$ cat src/rtl/counter.sv
// Free-running Size-bit up counter with synchronous, active-high reset.
// The count wraps silently from all-ones to zero.
module counter #(
    parameter int Size = 5
) (
    input  logic            clock,
    input  logic            reset,
    output logic [Size-1:0] count
);

    logic [Size-1:0] count_q;
    logic [Size-1:0] count_d;

    // Size-bit add: the carry out of the MSB is dropped, which gives the wrap.
    always_comb begin
        count_d = count_q + {{(Size-1){1'b0}}, 1'b1};
    end

    // Reset wins over increment on the same edge.
    always_ff @(posedge clock) begin
        if (reset) begin
            count_q <= '0;
        end else begin
            count_q <= count_d;
        end
    end

    assign count = count_q;

endmodule

$ cat config.mk
export PLATFORM = sky130hd
export DESIGN_NAME = counter
export DESIGN_NICKNAME = d
export VERILOG_FILES = /design/src/rtl/counter.sv
export SDC_FILE = /design/constraint.sdc
export NUM_CORES = 1
export LEC_CHECK = 0
export CAP_MARGIN = 20
export CORE_AREA = 2 2 39 41
export CTS_BUF_LIST = sky130_fd_sc_hd__clkbuf_2
export DETAILED_ROUTE_END_ITERATION = 10
export DIE_AREA = 0 0 41 43
export HOLD_SLACK_MARGIN = 0.15
export PLACE_DENSITY = 0.3
export SYNTH_ARGS = -nofsm -noshare
export SYNTH_HDL_FRONTEND = slang
export SYNTH_SLANG_ARGS = --single-unit
$ cat constraint.sdc
create_clock -name clock -period 2 [get_ports clock]
set_input_delay 0.4 -clock clock [delete_from_list [all_inputs] [get_ports clock]]
set_output_delay 0.4 -clock clock [all_outputs]
set_load 0.02 [all_outputs]
==> Word-level counts from Yosys, hierarchy flattened <==
Index checks and enable logic that the tools add are counted.
{ "totals": {"in_bits": 2, "output_inout_bits": 5, "register_bits": 5} }
{ "classes": {"n_addsub": 1} }
{ "ops": {"columns": ["op", "count"], "rows": [
  ["5-bit by 1-bit adder with 5-bit output (second input constant)", 1]
]} }

==> Longest topological paths before layout <==
{ "depth": {"word_depth": 1, "depth_mapped": 3, "mapped_depth_nobuf": 3} }

==> Worst setup path after synthesis <==
No wires, ideal clock.
{ "synth_timing": {"kind": "register -> register", "startpoint": "reg count_q[0] (netlist: count[0])", "endpoint": "reg count_q[4] (netlist: count[4])", "path_stages_with_launch": 4, "required_ns": 1.879, "slack_ns": 0.805, "arrival_time_ns": 1.073, "period_less_slack_ns": 1.195, "n_path_buf": 0, "cell_sequence": "dfxtp_1 -> ha_1 -> nand3_1 -> mux2_4"} }
{ "synth_via": {"elab_chain_len": 1} }
{ "synth_rtl": {"columns": ["element", "line", "rtl"], "rows": [
  ["start, declared", "11", "logic [Size-1:0] count_q;"],
  ["start signal, assigned", "24", "count_q <= count_d;"],
  ["5-bit by 1-bit adder with 5-bit output", "16", "count_d = count_q + {{(Size-1){1'b0}}, 1'b1};"]
]} }
No other way between the ends.
A chain may end at the register's enable or synchronous reset.

==> Worst setup path in the final report <==
{ "layout_timing": {"startpoint": "reg count_q[2] (netlist: count[2])", "endpoint": "out count[2]"} }
{ "layout_lines": {"columns": ["element", "line", "rtl"], "rows": [
  ["end, declared", "8", "output logic [Size-1:0] count"]
]} }
No word-level cell between the ends.

==> impl_results.md <==
- Outcome: complete, no violations
- Clock root buffer: clkbuf_2
- Buf+Inv Stages, Crit Path: 1
- DR WL/cell: 8.50 µm
- Max Transition Viols Final: 0
- Hold buffers post-CTS: 0
- Fin Setup TNS: 0 ns
- Met1 Use GR: 5.16%
- H-tree levels: 1
- CP top delay family: buffers and inverters
- First-pass GRT wire length: roughly 600 µm
- Worst Setup Start Kind: register
- Number of global-route vias before repair: 150
- Max FFs per register: 5
- Post-CTS Setup Inserts: 0
- Tightest Hold Check Type: register to register
- Inserted Clock Buffers: 3
- Cells after synthesis: 18
- Post-Place Cell Area: 275 µm²
- Fin crit share: 81.6%
- GR Overflow Total: 0
- CTS resizes: 0
- Share of cells above drive strength 1: between 20 and 25%
- Clock transition at the registers of the reported paths: 0.06 ns
- Minimum clock period: between 1.5 and 2 ns
- Area growth from synthesis to layout: 51.3%
- Antenna diodes: 0
- Actual slew at the worst max-slew pin: 0.237 ns
- Setup violations, final: 0
- Synth unique cells: 7
- Vias per std cell: around 3.5
- CP max stage cell: clkdlybuf4s50_1
- CTS Buffer Depth: 2
- Slew HR: 84.2%
- DRC Markers: 0
- Endpoints failing hold: 0
- VDD IR max: 317 µV
- Finished Cell Area: 295 µm²
- Peak Freq: 613 MHz
- Clk_skew: 0.00839 ns
- Synth warn: 0
- DRT Wirelength: 374 µm
- Worst path cell trace: clkdlybuf4s50_1
- Routing usage on met2: 7.19%
- Starting density of the core: 14.1%
- Grt peak-use layer: met2
- Full die area: 1760 µm²
- Via count: 155
- TritonCTS clock tree: done
- Sequential area share after synthesis: 51.3%
- Row cnt: 14
- Die width: 41 µm
- Filler Cell Count: 154
- Final #Nets: 32
- Port Buffer Count: 6
- Pleak: 0.124 nW
- Utilization after layout: 21.3%
- Netlist Area Pre-Place: just under 200 µm²
- GPL Wtd Cong: about 0.6
- GRT Total Usage: 5.53%
- Critical path class: register to primary output
- Clk sink count: 5
- Layout Cells excl Fill: 44
- Crit path max fanout: 4
- Core ar.: between 1000 and 1500 µm²
- DP Cell Count: 40
- Syn Area/Cell: ~11 µm²
- Syn nets: 21
- Max-cap violations: 0
- Largest net degree at the start of global routing: 8
- Final ANT Viol Nets: 0
- Iter 0 DRT Violations: 0
- Post-synthesis register bit count: 5
- RSZ-0062 raised after global routing: no
- Clk_lat worst skew: 0.22 ns
- Worst endpoint data arrival time: roughly 1.2 ns
- I/O Pins: 7
- CP max stage delay: 0.62 ns
- Drt pass-1 iters: 1
- Die height: 43 µm
- Initial antenna violation count: 0
- GR Util met3: a little under 7%
- Power density cells: 789 nW/µm²
- WP data required: 1.60 ns
- Critical path capture point type: primary output
[layout by cell type, fill, tap and decap left out]
cell type,count
clkdlybuf4s50_1,6
dfxtp_1,5
nor2_1,4
clkbuf_2,4
nor2b_1,3
nand3_1,2
mux2_4,2
xnor2_1,1
ha_1,1
[worst paths after layout]
check            from       end  slack (ns)  depth (start not counted)
min          count[0]  count[0]        0.47                          1
min reg2reg  count[0]  count[0]        0.47                          1
max reg2reg  count[0]  count[4]        0.93                          3
max          count[2]  count[2]        0.37                          1
[through the flow]
step | total power [mW] | worst slack (ns) | hold slack (ns)
after floorplan | 0.125 | 0.805 | 0.467
after global placement | 0.141 | 0.528 | 0.458
after CTS | 0.242 | 0.336 | 0.478
after global routing | 0.249 | 0.301 | 0.505
final | 0.233 | 0.368 | 0.468
after detailed placement | 0.141 | 0.539 | 0.461
[layer usage]
layer  up-vias  routed length, µm
li1         79                  -
met1        71                186
met2         5                161
met3         0                 26
met4         0                  0
met5         -                  0
[layout make-up]
| type | count | area [µm²] | area share (%) |
|---|---|---|---|
| Multi-Input combinational cell | 13 | 95.1 | 32.2 |
| Clock buffer | 4 | 20.0 | 6.78 |
| Sequential cell | 5 | 100 | 33.9 |
| Tap cell | 16 | 20.0 | 6.78 |
| Timing Repair Buffer | 6 | 60.1 | 20.3 |
[synth_stat cells]
cell type	instances	area, µm²
nor2_1	4	15.0
dfxtp_1	5	100
ha_1	1	12.5
nor2b_1	3	18.8
mux2_4	2	30.0
xnor2_1	1	8.76
nand3_1	2	10.0
[kinds of logic (layout without fill, tap and decap cells)]
kind of cell | count (synthesis) | count (layout) | synth area share, %
xor gates and xnor gates | 1 | 1 | 4.49
DFF | 5 | 5 | 51.3
buffers and inverters | 0 | 10 | 0
adders and majority gates | 1 | 1 | 6.41
muxes | 2 | 2 | 15.4
and+or+nand+nor | 9 | 9 | 22.4
[report_power, final]
group          internal [mW]  switching (mW)  total, mW
clock                 0.0530          0.0422     0.0952
sequential             0.105         0.00459      0.109
combinational         0.0150          0.0133     0.0284
total                  0.173          0.0601      0.233
No activity file was read; power rests on OpenSTA's default activity.
